**src/rtl/hazard_scoreboard_unit_if.sv**
```systemverilog
// ID-stage request and pipeline-control signals between the decode stage and the
// hazard scoreboard.
interface hazard_scoreboard_unit_if #(
  parameter int unsigned REG_AW = 5
) ();
  logic              id_valid;
  logic [REG_AW-1:0] id_rs;
  logic [REG_AW-1:0] id_rt;
  logic              id_uses_rs;
  logic              id_uses_rt;
  logic              id_reg_write;
  logic [REG_AW-1:0] id_rd;
  logic              id_mem_read;
  logic              id_branch_taken;
  logic              id_jump;
  logic              id_jump_reg;
  logic              pc_write;
  logic              if_id_write;
  logic              ctrl_bubble;
  logic              if_id_flush;

  modport master (
    output id_valid, id_rs, id_rt, id_uses_rs, id_uses_rt, id_reg_write, id_rd,
    output id_mem_read, id_branch_taken, id_jump, id_jump_reg,
    input  pc_write, if_id_write, ctrl_bubble, if_id_flush
  );

  modport slave (
    input  id_valid, id_rs, id_rt, id_uses_rs, id_uses_rt, id_reg_write, id_rd,
    input  id_mem_read, id_branch_taken, id_jump, id_jump_reg,
    output pc_write, if_id_write, ctrl_bubble, if_id_flush
  );
endinterface

```
**src/rtl/hazard_scoreboard_unit.sv**
```systemverilog
// ID-stage hazard unit: tracks in-flight destinations in a shift-pipe scoreboard and
// produces stall / bubble / IF-ID flush controls plus a saturating stall counter.
module hazard_scoreboard_unit #(
  parameter int unsigned REG_AW       = 5,
  parameter int unsigned DEPTH        = 3,
  parameter bit          FWD_EN       = 1'b0,
  parameter int unsigned FLUSH_CYCLES = 1,
  parameter int unsigned CNT_W        = 16
) (
  input  logic                 Clk,
  input  logic                 Reset,
  hazard_scoreboard_unit_if.slave bus,
  output logic [CNT_W-1:0]     stall_count
);

  localparam int unsigned FW = (FLUSH_CYCLES > 1) ? $clog2(FLUSH_CYCLES) : 1;

  logic [DEPTH-1:0]             sb_v_q, sb_v_d;
  logic [DEPTH-1:0][REG_AW-1:0] sb_rd_q, sb_rd_d;
  // Load flag only matters in EX and MEM, so it is not carried further down the pipe.
  logic [1:0]                   sb_ld_q, sb_ld_d;
  logic [FW-1:0]                flush_cnt_q, flush_cnt_d;
  logic [CNT_W-1:0]             stall_cnt_q, stall_cnt_d;

  logic             flush_active;
  logic             rs_used, rt_used, cf_use;
  logic [DEPTH-1:0] match;
  logic             haz_fwd, haz_nofwd, hazard;
  logic             stall, redirect, issue;

  always_comb begin
    rs_used = bus.id_uses_rs | bus.id_jump_reg | bus.id_branch_taken;
    rt_used = bus.id_uses_rt | bus.id_branch_taken;
    cf_use  = bus.id_branch_taken | bus.id_jump_reg;
    match   = '0;
    for (int unsigned k = 0; k < DEPTH; k++) begin
      match[k] = sb_v_q[k] &
                 ((rs_used & (sb_rd_q[k] == bus.id_rs) & (bus.id_rs != '0)) |
                  (rt_used & (sb_rd_q[k] == bus.id_rt) & (bus.id_rt != '0)));
    end
    haz_nofwd = |match;
    // Branch/jr resolve in ID, so they also wait out an ALU result in EX and a load in MEM.
    haz_fwd   = (match[0] & sb_ld_q[0]) |
                (cf_use & (match[0] | (match[1] & sb_ld_q[1])));
    hazard    = FWD_EN ? haz_fwd : haz_nofwd;
  end

  assign flush_active = (flush_cnt_q != '0);
  assign stall        = bus.id_valid & ~flush_active & hazard;
  assign issue        = bus.id_valid & ~flush_active & ~stall;
  assign redirect     = issue & (bus.id_jump | bus.id_branch_taken | bus.id_jump_reg);

  always_comb begin
    bus.pc_write    = 1'b1;
    bus.if_id_write = 1'b1;
    bus.ctrl_bubble = 1'b0;
    bus.if_id_flush = 1'b0;
    if (Reset) begin
      bus.pc_write    = 1'b0;
      bus.if_id_write = 1'b0;
      bus.ctrl_bubble = 1'b1;
    end else if (flush_active) begin
      bus.ctrl_bubble = 1'b1;
      bus.if_id_flush = 1'b1;
    end else if (stall) begin
      bus.pc_write    = 1'b0;
      bus.if_id_write = 1'b0;
      bus.ctrl_bubble = 1'b1;
    end else if (redirect) begin
      bus.if_id_flush = 1'b1;
    end
  end

  always_comb begin
    sb_v_d[0]  = issue & bus.id_reg_write & (bus.id_rd != '0);
    sb_rd_d[0] = bus.id_rd;
    for (int unsigned k = 1; k < DEPTH; k++) begin
      sb_v_d[k]  = sb_v_q[k-1];
      sb_rd_d[k] = sb_rd_q[k-1];
    end
    sb_ld_d = {sb_ld_q[0], issue & bus.id_mem_read};

    if (flush_active) begin
      flush_cnt_d = flush_cnt_q - FW'(1);
    end else if (redirect) begin
      flush_cnt_d = FW'(FLUSH_CYCLES - 1);
    end else begin
      flush_cnt_d = '0;
    end

    stall_cnt_d = stall_cnt_q;
    if (stall && !(&stall_cnt_q)) begin
      stall_cnt_d = stall_cnt_q + CNT_W'(1);
    end
  end

  always_ff @(posedge Clk) begin
    if (Reset) begin
      sb_v_q      <= '0;
      sb_rd_q     <= '0;
      sb_ld_q     <= '0;
      flush_cnt_q <= '0;
      stall_cnt_q <= '0;
    end else begin
      sb_v_q      <= sb_v_d;
      sb_rd_q     <= sb_rd_d;
      sb_ld_q     <= sb_ld_d;
      flush_cnt_q <= flush_cnt_d;
      stall_cnt_q <= stall_cnt_d;
    end
  end

  assign stall_count = stall_cnt_q;

endmodule
```
**src/flat_wrapper.sv**
```systemverilog
// flat-port wrapper written by rule: the top's interface ports become plain ports
module hazard_scoreboard_unit_flat 
#(
  parameter int unsigned REG_AW       = 5,
  parameter int unsigned DEPTH        = 3,
  parameter bit          FWD_EN       = 1'b0,
  parameter int unsigned FLUSH_CYCLES = 1,
  parameter int unsigned CNT_W        = 16
)
  (Clk, Reset, stall_count, bus_id_valid, bus_id_rs, bus_id_rt, bus_id_uses_rs, bus_id_uses_rt, bus_id_reg_write, bus_id_rd, bus_id_mem_read, bus_id_branch_taken, bus_id_jump, bus_id_jump_reg, bus_pc_write, bus_if_id_write, bus_ctrl_bubble, bus_if_id_flush);
  hazard_scoreboard_unit_if #(.REG_AW(REG_AW)) bus_i ();
  input  logic Clk;
  input  logic Reset;
  output logic [CNT_W-1:0] stall_count;
  input wire logic [$bits(bus_i.id_valid)-1:0] bus_id_valid;
  input wire logic [$bits(bus_i.id_rs)-1:0] bus_id_rs;
  input wire logic [$bits(bus_i.id_rt)-1:0] bus_id_rt;
  input wire logic [$bits(bus_i.id_uses_rs)-1:0] bus_id_uses_rs;
  input wire logic [$bits(bus_i.id_uses_rt)-1:0] bus_id_uses_rt;
  input wire logic [$bits(bus_i.id_reg_write)-1:0] bus_id_reg_write;
  input wire logic [$bits(bus_i.id_rd)-1:0] bus_id_rd;
  input wire logic [$bits(bus_i.id_mem_read)-1:0] bus_id_mem_read;
  input wire logic [$bits(bus_i.id_branch_taken)-1:0] bus_id_branch_taken;
  input wire logic [$bits(bus_i.id_jump)-1:0] bus_id_jump;
  input wire logic [$bits(bus_i.id_jump_reg)-1:0] bus_id_jump_reg;
  output wire logic [$bits(bus_i.pc_write)-1:0] bus_pc_write;
  output wire logic [$bits(bus_i.if_id_write)-1:0] bus_if_id_write;
  output wire logic [$bits(bus_i.ctrl_bubble)-1:0] bus_ctrl_bubble;
  output wire logic [$bits(bus_i.if_id_flush)-1:0] bus_if_id_flush;
  assign bus_i.id_valid = bus_id_valid;
  assign bus_i.id_rs = bus_id_rs;
  assign bus_i.id_rt = bus_id_rt;
  assign bus_i.id_uses_rs = bus_id_uses_rs;
  assign bus_i.id_uses_rt = bus_id_uses_rt;
  assign bus_i.id_reg_write = bus_id_reg_write;
  assign bus_i.id_rd = bus_id_rd;
  assign bus_i.id_mem_read = bus_id_mem_read;
  assign bus_i.id_branch_taken = bus_id_branch_taken;
  assign bus_i.id_jump = bus_id_jump;
  assign bus_i.id_jump_reg = bus_id_jump_reg;
  assign bus_pc_write = bus_i.pc_write;
  assign bus_if_id_write = bus_i.if_id_write;
  assign bus_ctrl_bubble = bus_i.ctrl_bubble;
  assign bus_if_id_flush = bus_i.if_id_flush;
  hazard_scoreboard_unit #(.REG_AW(REG_AW), .DEPTH(DEPTH), .FWD_EN(FWD_EN), .FLUSH_CYCLES(FLUSH_CYCLES), .CNT_W(CNT_W)) u_core (.Clk(Clk), .Reset(Reset), .bus(bus_i), .stall_count(stall_count));
endmodule
```
**config.mk**
```make
export PLATFORM = sky130hd
export DESIGN_NAME = hazard_scoreboard_unit_flat
export DESIGN_NICKNAME = d
export VERILOG_FILES = /design/src/rtl/hazard_scoreboard_unit_if.sv /design/src/rtl/hazard_scoreboard_unit.sv /design/src/flat_wrapper.sv
export SDC_FILE = /design/constraint.sdc
export NUM_CORES = 1
export LEC_CHECK = 0
export ABC_AREA = 1
export CELL_PAD_IN_SITES_DETAIL_PLACEMENT = 2
export CELL_PAD_IN_SITES_GLOBAL_PLACEMENT = 2
export CORE_ASPECT_RATIO = 1.1
export CORE_MARGIN = 3
export CORE_UTILIZATION = 25
export CTS_BUF_LIST = sky130_fd_sc_hd__clkbuf_2
export CTS_CLUSTER_DIAMETER = 30
export DETAILED_ROUTE_END_ITERATION = 16
export PLACE_DENSITY_LB_ADDON = 0.1
export REMOVE_ABC_BUFFERS = 1
export SYNTH_ARGS = -nofsm -noshare
export SYNTH_HDL_FRONTEND = slang
export SYNTH_SLANG_ARGS = --single-unit
```
**constraint.sdc**
```tcl
create_clock -name Clk -period 1.9 [get_ports Clk]
set_input_delay 0.38 -clock Clk [delete_from_list [all_inputs] [get_ports Clk]]
set_output_delay 0.38 -clock Clk [all_outputs]
set_load 0.01 [all_outputs]
```
==> impl_metrics.yaml, run 1 <==
logic_synthesis:
  avgSynthCellArea_sq_um: 6.02
  synth_top_family_by_area: "simple AND/OR/NAND/NOR gates"
  syn_area_sq_um: 2180
  ys_async_sr_fraction_pct: 0
  netlist.area_leader.share_pct: 32.1
  synthMuxAreaShare_pct: 0
  synth-warning-count: 0
  synthCells: 362
  synth.distinct_cells: 27
  netlist_top_cells_count: "106 x nand2_1, 68 x nor2_1, 63 x inv_1, 35 x dfxtp_1, 29 x nand3_1"
  yosys-top-cells-area: "dfxtp_1 32%, nand2_1 18%, nor2_1 12%, inv_1 11%, nand3_1 6.7%"
  yosys.cell_count.top_type: "nand2_1"
  synth_top_area_cell: "dfxtp_1"
  synth-compound-area-share_pct: 1.61
  synth-simple-area-share_pct: 47.1
  synth_seq_cells: 35
  synthXorXnorAreaFrac_pct: 4.82
  yosys_most_used_dff: "dfxtp_1"
  synthAdderAreaFrac_pct: 0.574
  synth_seq_area_share_pct: 32.1
  synth_edf_count: 0
critical_path:
  endpoint: "bus_ctrl_bubble"
  critical_path_class: "in2out"
  r2r-start: "u_core.sb_rd_q[12]$_SDFF_PP0_"
  reg2regPathDepth: 13
  worstPathArrival_ns: 1.77
  r2r_setup_slack_ns: 0.06
  start_kind: "primary input"
  crit_required_ns: 1.52
  startpoint: "bus_id_rs[1]"
  slowest_stage: "or2_1"
  crit_fanout: 3
  cpPeakStageDelay_ns: 0.26
  path_cells: "dlygate4sd2_1 -> or2_1 -> nor2_4 -> nor2_1 -> nand2_1 -> nand2_2 -> nand2_2 -> nand3_4 -> a21oi_4 -> nand2_1 -> buf_2"
  end_kind: "output port"
  timing.rr.end: "u_core.stall_count[0]$_SDFFE_PP0P_"
pwr:
  powerDensity_nw_per_um2: 435
  leakagePower_uw: 0.00142
  ir_drop_mv: 0.164
  total_power_uw: 1370
clock_network:
  cts_hold_buf: 0
  cts_buffers: 5
  clkLatencyLatePin_ns: 0.37
  cts_tree: "done"
  cts_htree_levels: 2
  clockBufferDepth: 2
  cts.sinks: 35
  root_buffer: "clkbuf_2"
  path_clk_slew_ns: 0.19
routing:
  via_per_inst: 4.49
  routed_wl_mm: 7.73
  ant_nets: 0
  route.detailed.drc: 0
  drt_iter0_markers: 37
  post_drt_wl_per_cell_um: 13.9
  dr.pass1.iters: 4
  vias: 2492
cells_and_area:
  drive_above_1_share_pct: 24.8
  fin_area_sq_um: 3140
  antenna_cells: 0
  fin_cells: 555
  fin_nets: 470
  synthToLayoutAreaGrowth_pct: 44.1
timing:
  setup_viol: 4
  finalCriticalPeriod_ns: 2.15
  max-slew-margin-rel_pct: 64.6
  fin_crit_sh_pct: 113
  slew_violations: 0
  clock_skew_ns: 0.0137
  tns_ns: -0.928
  layout_setup_ws_ns: -0.255
  rsz0062_at_grt: "yes"
  worstMarginPinSlew_ns: 0.527
  hold_slack_ns: 0.439
  hold_viol_final: 0
  timing.fmax_mhz: 464
floorplan:
  ios: 45
  row_count: 35
  fp.dieArea_sq_um: 9880
  initial_core_util_pct: 25.8
  fp.dieH_um: 104
  coreArea_sq_um: 8450
  die_width_um: 95.0
global_routing:
  grt_pass1_vias: 2694
  antenna_found_initial: 0
  grt_pass1_wl_mm: 12.7
  overflow: 0
  grt_max_degree: 26
  grt.total_usage_pct: 16.2
placed_design:
  port_buffers: 43
  place_area_sq_um: 2970
  finalWeightedCongestion: 0.796
  dp_cells: 543
  dp_hpwl_mm: 6.12
run:
  drv_cap: 0
status:
  status: "finished with violations"
  violations: "setup timing"
hold_path:
  hold_class: "reg2reg"
==> placed cells by master, fill, tap and decap left out, types with 6 or more instances in the layout <==
cell             instances
nor3_1                   6
clkdlybuf4s50_1         25
nand2_2                  9
dlygate4sd2_1           14
buf_4                   40
dfxtp_2                 10
dfxtp_4                  6
inv_2                   10
inv_1                   52
nor2_1                  61
xnor2_1                 10
nand3_2                  6
nand4_1                 12
nand3_1                 25
nand2_1                101
dfxtp_1                 19
==> cell families after synthesis <==
family / after synthesis
AO/OA/AOI/OAI: 4
XOR/XNOR: 12
adder cells (fa/ha/maj): 1
buffers and inverters: 73
flip-flops: 35
other: 1
AND/OR/NAND/NOR: 236
==> what timing repair did <==
item / CTS / global route
pin swaps: 23 / 6
resized for setup: 70 / 19
endpoints found under the setup margin: 19 / 24
setup buffers: 4 / 3
==> flip-flops by register name, indices dropped and copies added (netlist names) <==
| signal | flops |
|---|---|
| u_core.sb_rd_d | 10 |
| u_core.flush_active | 1 |
| u_core.sb_rd_q | 5 |
| u_core.stall_count | 16 |
| u_core.sb_v_q | 3 |
==> worst min path at each step <==
stage / endpoint / depth (start not counted) / start / slack [ns]
finish: u_core.sb_v_q[2]$_SDFF_PP0_ / 2 / u_core.sb_v_q[1]$_SDFF_PP0_ / 0.44
CTS: u_core.sb_v_q[2]$_SDFF_PP0_ / 2 / u_core.sb_v_q[1]$_SDFF_PP0_ / 0.44
global route: u_core.sb_v_q[2]$_SDFF_PP0_ / 2 / u_core.sb_v_q[1]$_SDFF_PP0_ / 0.48
global placement: u_core.sb_v_q[2]$_SDFF_PP0_ / 2 / u_core.sb_v_q[1]$_SDFF_PP0_ / 0.43
floorplan: u_core.sb_v_q[1]$_SDFF_PP0_ / 2 / u_core.sb_v_q[0]$_SDFF_PP0_ / 0.41
detailed placement: u_core.sb_v_q[2]$_SDFF_PP0_ / 2 / u_core.sb_v_q[1]$_SDFF_PP0_ / 0.44
==> stage by stage <==
step,setup slack [ns],util (%)
2_1_floorplan,-0.293,-
3_3_place_gp,-0.871,35.1
6_report,-0.255,37.2
5_1_grt,-0.423,37.2
4_1_cts,-0.289,36.3
3_5_place_dp,-0.954,35.1
==> layer usage <==
metal	track usage, %	share of wire, %
met5	0	0
met4	3.20	0.43
met3	2.46	2.1
met2	30.5	55
met1	18.9	42
==> worst max-delay path, delay by kind of cell <==
family,cells,cell delay [ns]
and+or+nand+nor,8,0.83
buffers and inverters,2,0.38
AOI/OAI and AO/OA,1,0.17
==> power by group <==
part,switching (uW),internal [uW],leakage (uW)
Combinational,144,125,0.00110
Clock,254,78.2,0.0000262
Sequential,17.2,747,0.000293
Total,415,950,0.00142
==> cell type report <==
cell class / instances / area (sq um)
inverter: 64 / 248
clock buffer: 5 / 25.0
sequential: 35 / 736
fill: 1063 / 5310
tap: 111 / 139
timing repair buffer: 84 / 704
multi-input combinational: 254 / 1280
clock inverter: 2 / 8.76
(Power assumes the default switching activity.)
==> run 2, diff against run 1 <==
Settings changed: GPL_TIMING_DRIVEN from default to 0.
==> run 2 against run 1 <==
  * Critical endpoint unchanged
  * Fmax is 4.7% lower
  * Cell count is 4.5% lower
  * Clock-buffer cell count stayed put
  * Global-route usage is 0.52 points lower
  * Sequential power hardly changed
  * The run still ends with setup timing left
  * Sequential share of layout area is 0.67 points higher
  * Final area is 4.4% lower
  * Die area stayed put
  * Highest routed layer unchanged
  * Clock skew hardly changed
  * Setup slack worse by 0.11 ns
  * Clock power is 4% higher
  * Worst hold slack better by 0.016 ns
==> impl_metrics.yaml, run 2 (synthesized netlist as in run 1, its figures left out) <==
status:
  status: "finished with violations"
  violations: "setup timing"
routing:
  routed_wl_mm: 7.35
  post_drt_wl_per_cell_um: 13.9
  drt_iter0_markers: 44
  via_per_inst: 4.51
  dr.pass1.iters: 4
  ant_nets: 0
  route.detailed.drc: 0
  vias: 2389
timing:
  hold_viol_final: 0
  max-slew-margin-rel_pct: 59.0
  finalCriticalPeriod_ns: 2.26
  setup_viol: 4
  layout_setup_ws_ns: -0.361
  rsz0062_at_grt: "yes"
  fin_crit_sh_pct: 119
  worstMarginPinSlew_ns: 0.615
  tns_ns: -1.36
  clock_skew_ns: 0.0142
  slew_violations: 0
  timing.fmax_mhz: 442
floorplan:
  fp.dieArea_sq_um: 9880
  initial_core_util_pct: 25.8
  row_count: 35
  fp.dieH_um: 104
  die_width_um: 95.0
  ios: 45
  coreArea_sq_um: 8450
clock_network:
  cts.sinks: 35
  path_clk_slew_ns: 0.20
  cts_htree_levels: 2
  clkLatencyLatePin_ns: 0.38
  cts_buffers: 5
  clockBufferDepth: 2
  cts_tree: "done"
  root_buffer: "clkbuf_2"
placed_design:
  port_buffers: 43
  place_ws_ns: -1.47
  dp_hpwl_mm: 5.47
  finalWeightedCongestion: 0.746
global_routing:
  grt_pass1_vias: 2591
  grt.total_usage_pct: 15.7
  grt_max_degree: 27
  antenna_found_initial: 0
  overflow: 0
  grt_pass1_wl_mm: 12.2
critical_path:
  critical_path_class: "in2out"
  reg2regPathDepth: 11
  r2r_setup_slack_ns: 0.15
  start_kind: "primary input"
  worstPathArrival_ns: 1.88
  r2r-start: "u_core.stall_count[0]$_SDFFE_PP0P_"
  crit_required_ns: 1.52
  crit_fanout: 4
  end_kind: "output port"
  timing.rr.end: "u_core.stall_count[15]$_SDFFE_PP0P_"
cells_and_area:
  layout_commonest_cell: "nand2_1"
  final_cell_mix: "99 x nand2_1, 62 x nor2_1, 49 x inv_1"
  drive_above_1_share_pct: 22.9
  fin_nets: 445
  synthToLayoutAreaGrowth_pct: 37.8
  largest_reg_flops: 16
  antenna_cells: 0
hold_path:
  worstHoldEndpoint: "u_core.sb_v_q[2]$_SDFF_PP0_"
  min_from: "u_core.sb_v_q[1]$_SDFF_PP0_"
  hold_class: "reg2reg"
  hold_path_depth: 2
pwr:
  powerDensity_nw_per_um2: 452
  swShare_pct: 31.1
  clockPowerShare_pct: 25.5
  p_sw_uw: 422
  power.internal_uw: 935
  ir_drop_mv: 0.177
  combPwrFrac_pct: 18.0
  leakagePower_uw: 0.00133
  pwr-share-seq_pct: 56.5
run:
  drv_cap: 0
==> run 2: cell types whose count changed in the layout (fill, tap and decap cells not counted), sizes merged <==
cell / previous run / this run
buf: 45 / 19
nand3: 33 / 34
dlygate4sd2: 14 / 9
clkdlybuf4s50: 25 / 24
clkdlybuf4s15: 0 / 5
clkbuf: 5 / 6
==> run 2: worst max path at each step <==
stage	startpoint	to
2_1_floorplan	bus_id_valid	bus_if_id_flush
3_5_place_dp	bus_id_rt[3]	bus_if_id_flush
4_1_cts	u_core.sb_rd_q[14]$_SDFF_PP0_	bus_ctrl_bubble
3_3_place_gp	bus_id_valid	bus_if_id_flush
6_report	bus_id_rs[2]	bus_ctrl_bubble
5_1_grt	u_core.sb_rd_d[14]$_SDFF_PP0_	bus_ctrl_bubble
==> run 2: what timing repair did <==
item	in CTS	in global routing
cloned	1	0
setup endpoints to repair	21	23
hold buffers	0	0
resized for setup	82	22
setup buffers	10	4
pin swaps	29	12
endpoints found under the hold margin	0	0
==> run 2: cell type report <==
class	count	area, sq um
clock buffers	5	25.0
inverters	64	248
repair buffers	58	547
fillers	1039	5450
well taps	111	139
multi-input cells	255	1310
flip-flops and latches	35	723
clock inverters	2	8.76
==> run 2: worst max-delay path, stage by stage <==
cell and delay [ns]:
dlygate4sd2_1 0.30, inv_2 0.09, nand3_2 0.09, nor2_4 0.14
nor2_1 0.06, nand2_1 0.08, nand2_2 0.09, nand2_4 0.08
nand3_4 0.10, buf_12 0.15, a21oi_4 0.13, nand2_1 0.06
buf_2 0.14
==> run 2: layer usage <==
metal	global-route usage [%]	routed length (um)	vias to the layer above
li1	-	-	1206
met1	18.5	3150	1147
met2	28.5	3950	31
met3	2.68	173	5
met4	4.23	70	0
met5	0	0	-
==> run 2: per-stage QoR <==
step | instances | hold slack, ns | power, uW | util [%] | instance area (sq um)
after floorplan | 353 | 0.415 | 891 | - | 2120
after global placement | 507 | 0.427 | 1010 | 31.9 | 2690
after detailed placement | 508 | 0.439 | 1020 | 32.1 | 2710
after CTS | 526 | 0.463 | 1400 | 34.5 | 2910
after global routing | 530 | 0.457 | 1460 | 35.5 | 3000
final | 530 | 0.455 | 1360 | 35.5 | 3000
==> run 2: power by group through the flow <==
| stage | Sequential, uW | Clock (uW) | Combinational, uW |
|---|---|---|---|
| after floorplan | 776 | 0 | 115 |
| after global placement | 778 | 0 | 229 |
| after CTS | 767 | 384 | 249 |
| after detailed placement | 779 | 0 | 238 |
| after global routing | 770 | 412 | 279 |
| final | 766 | 346 | 244 |
==> run 3, diff against run 2 <==
Clock period 1.9 ns to 1.8 ns, I/O delays scaled along.
==> run 3 against run 2 <==
  * The run still ends with setup timing left
  * Sequential share of layout area up 0.27 points
  * Sequential power up 4.4%
  * Clock-buffer cell count unchanged
  * Non-clock buffer count up 3
  * Combinational power up 5%
  * Critical endpoint unchanged
  * Largest power group unchanged
==> impl_metrics.yaml, run 3 (synthesized netlist as in run 1, its figures left out) <==
timing:
  rsz0062_at_grt: "yes"
  max-slew-margin-rel_pct: 57.6
  setup_viol: 4
  timing.fmax_mhz: 444
  slew_violations: 0
  hold_viol_final: 0
  worstMarginPinSlew_ns: 0.637
  finalCriticalPeriod_ns: 2.25
  layout_setup_ws_ns: -0.453
  clock_skew_ns: 0.0155
  fin_crit_sh_pct: 125
global_routing:
  grt_pass1_vias: 2599
  grt.total_usage_pct: 15.8
  grt_pass1_wl_mm: 12.3
  overflow: 0
  antenna_found_initial: 0
  grt_max_degree: 27
critical_path:
  crit_fanout: 4
  r2r-start: "u_core.sb_rd_q[14]$_SDFF_PP0_"
  reg2regPathDepth: 15
  r2r_setup_slack_ns: 0.01
  endpoint: "bus_ctrl_bubble"
  critical_path_class: "in2out"
  start_kind: "primary input"
  end_kind: "output port"
  worstPathArrival_ns: 1.89
  timing.rr.end: "u_core.stall_count[4]$_SDFFE_PP0P_"
  startpoint: "bus_id_rt[3]"
  crit_required_ns: 1.44
pwr:
  powerDensity_nw_per_um2: 460
  leakagePower_uw: 0.00142
  total_power_uw: 1420
  ir_drop_mv: 0.191
status:
  status: "finished with violations"
  violations: "setup timing"
clock_network:
  cts.sinks: 35
  root_buffer: "clkbuf_2"
  cts_buffers: 5
  path_clk_slew_ns: 0.20
  cts_htree_levels: 2
  clkLatencyLatePin_ns: 0.38
  cts_tree: "done"
  clockBufferDepth: 2
hold_path:
  hold_class: "reg2reg"
routing:
  drt_iter0_markers: 27
  vias: 2400
  routed_wl_mm: 7.57
  post_drt_wl_per_cell_um: 14.2
  via_per_inst: 4.50
  ant_nets: 0
  dr.pass1.iters: 4
  route.detailed.drc: 0
cells_and_area:
  drive_above_1_share_pct: 28.4
  antenna_cells: 0
  multiInputGateArea_sq_um: 1360
  fin_cells: 533
  largest_reg_flops: 16
  register_area_sq_um: 753
  layout_commonest_cell: "nand2_1"
  fin_nets: 448
  nFillCells: 1027
  final_cell_mix: "98 x nand2_1, 57 x nor2_1, 50 x inv_1"
  synthToLayoutAreaGrowth_pct: 41.9
placed_design:
  place_ws_ns: -1.53
  port_buffers: 43
  dp_hpwl_mm: 5.47
  finalWeightedCongestion: 0.746
  dp_cells: 508
floorplan:
  ios: 45
  row_count: 35
  coreArea_sq_um: 8450
  fp.dieArea_sq_um: 9880
  initial_core_util_pct: 25.8
  fp.dieH_um: 104
  die_width_um: 95.0
run:
  drv_cap: 0
[run 3: worst min-delay path by stage]
stage,start,to,cells after the start
finish,u_core.sb_v_q[1]$_SDFF_PP0_,u_core.sb_v_q[2]$_SDFF_PP0_,2
global route,bus_id_rd[0],u_core.sb_rd_d[5]$_SDFF_PP0_,3
CTS,bus_id_rd[3],u_core.sb_rd_d[8]$_SDFF_PP0_,3
detailed placement,u_core.sb_v_q[1]$_SDFF_PP0_,u_core.sb_v_q[2]$_SDFF_PP0_,2
global placement,u_core.sb_v_q[1]$_SDFF_PP0_,u_core.sb_v_q[2]$_SDFF_PP0_,2
floorplan,u_core.sb_v_q[0]$_SDFF_PP0_,u_core.sb_v_q[1]$_SDFF_PP0_,2
[run 3: area by class of cell]
| cell class | count | area share, % |
|---|---|---|
| Clock buffer | 5 | 0.809 |
| Clock inverter | 2 | 0.283 |
| Inverter | 64 | 7.93 |
| Multi-Input combinational cell | 255 | 43.9 |
| Sequential cell | 35 | 24.4 |
| Tap cell | 111 | 4.49 |
| Timing Repair Buffer | 61 | 18.2 |
[run 3: where the power goes]
part	internal (uW)	total (uW)	switching (uW)
logic	110	257	148
registers	785	800	15.3
clock network	82.3	366	284
total	977	1420	447
[run 3: worst max-delay path, stage by stage]
cell,delay [ns]
dlygate4sd2_1,0.26
inv_2,0.11
buf_12,0.11
nand2_1,0.05
nand2_1,0.06
inv_1,0.04
nand2_1,0.06
nor2_1,0.04
nand2_1,0.06
nand2_2,0.06
nand2_2,0.08
nand3_4,0.11
buf_12,0.15
a21oi_4,0.14
nand2_1,0.06
buf_2,0.14
[run 3: metrics by stage]
step           hold slack, ns  setup TNS, ns  cell area [sq um]  util [%]
2_1_floorplan           0.415          -2.59               2120         -
3_3_place_gp            0.427         -29.24               2690      31.9
3_5_place_dp            0.439         -19.85               2710      32.1
4_1_cts                 0.452          -1.92               2990      35.4
5_1_grt                 0.438          -3.99               3090      36.6
6_report                0.450          -1.72               3090      36.6
[run 3: per-layer routing]
metal / up-vias / track usage (%) / wire [um]
met5: - / 0 / 0
met4: 0 / 3.92 / 67
met3: 4 / 2.68 / 158
met2: 28 / 28.7 / 4070
met1: 1160 / 18.8 / 3280
li1: 1208 / - / -
[run 3: timing repair]
item | 4_1_cts | 5_1_grt
endpoints found under the setup margin | 29 | 30
pin swaps | 30 | 16
resized for setup | 97 | 34
buffers inserted | 14 | 3
hold buffers | 0 | 0
gates cloned | 1 | 0
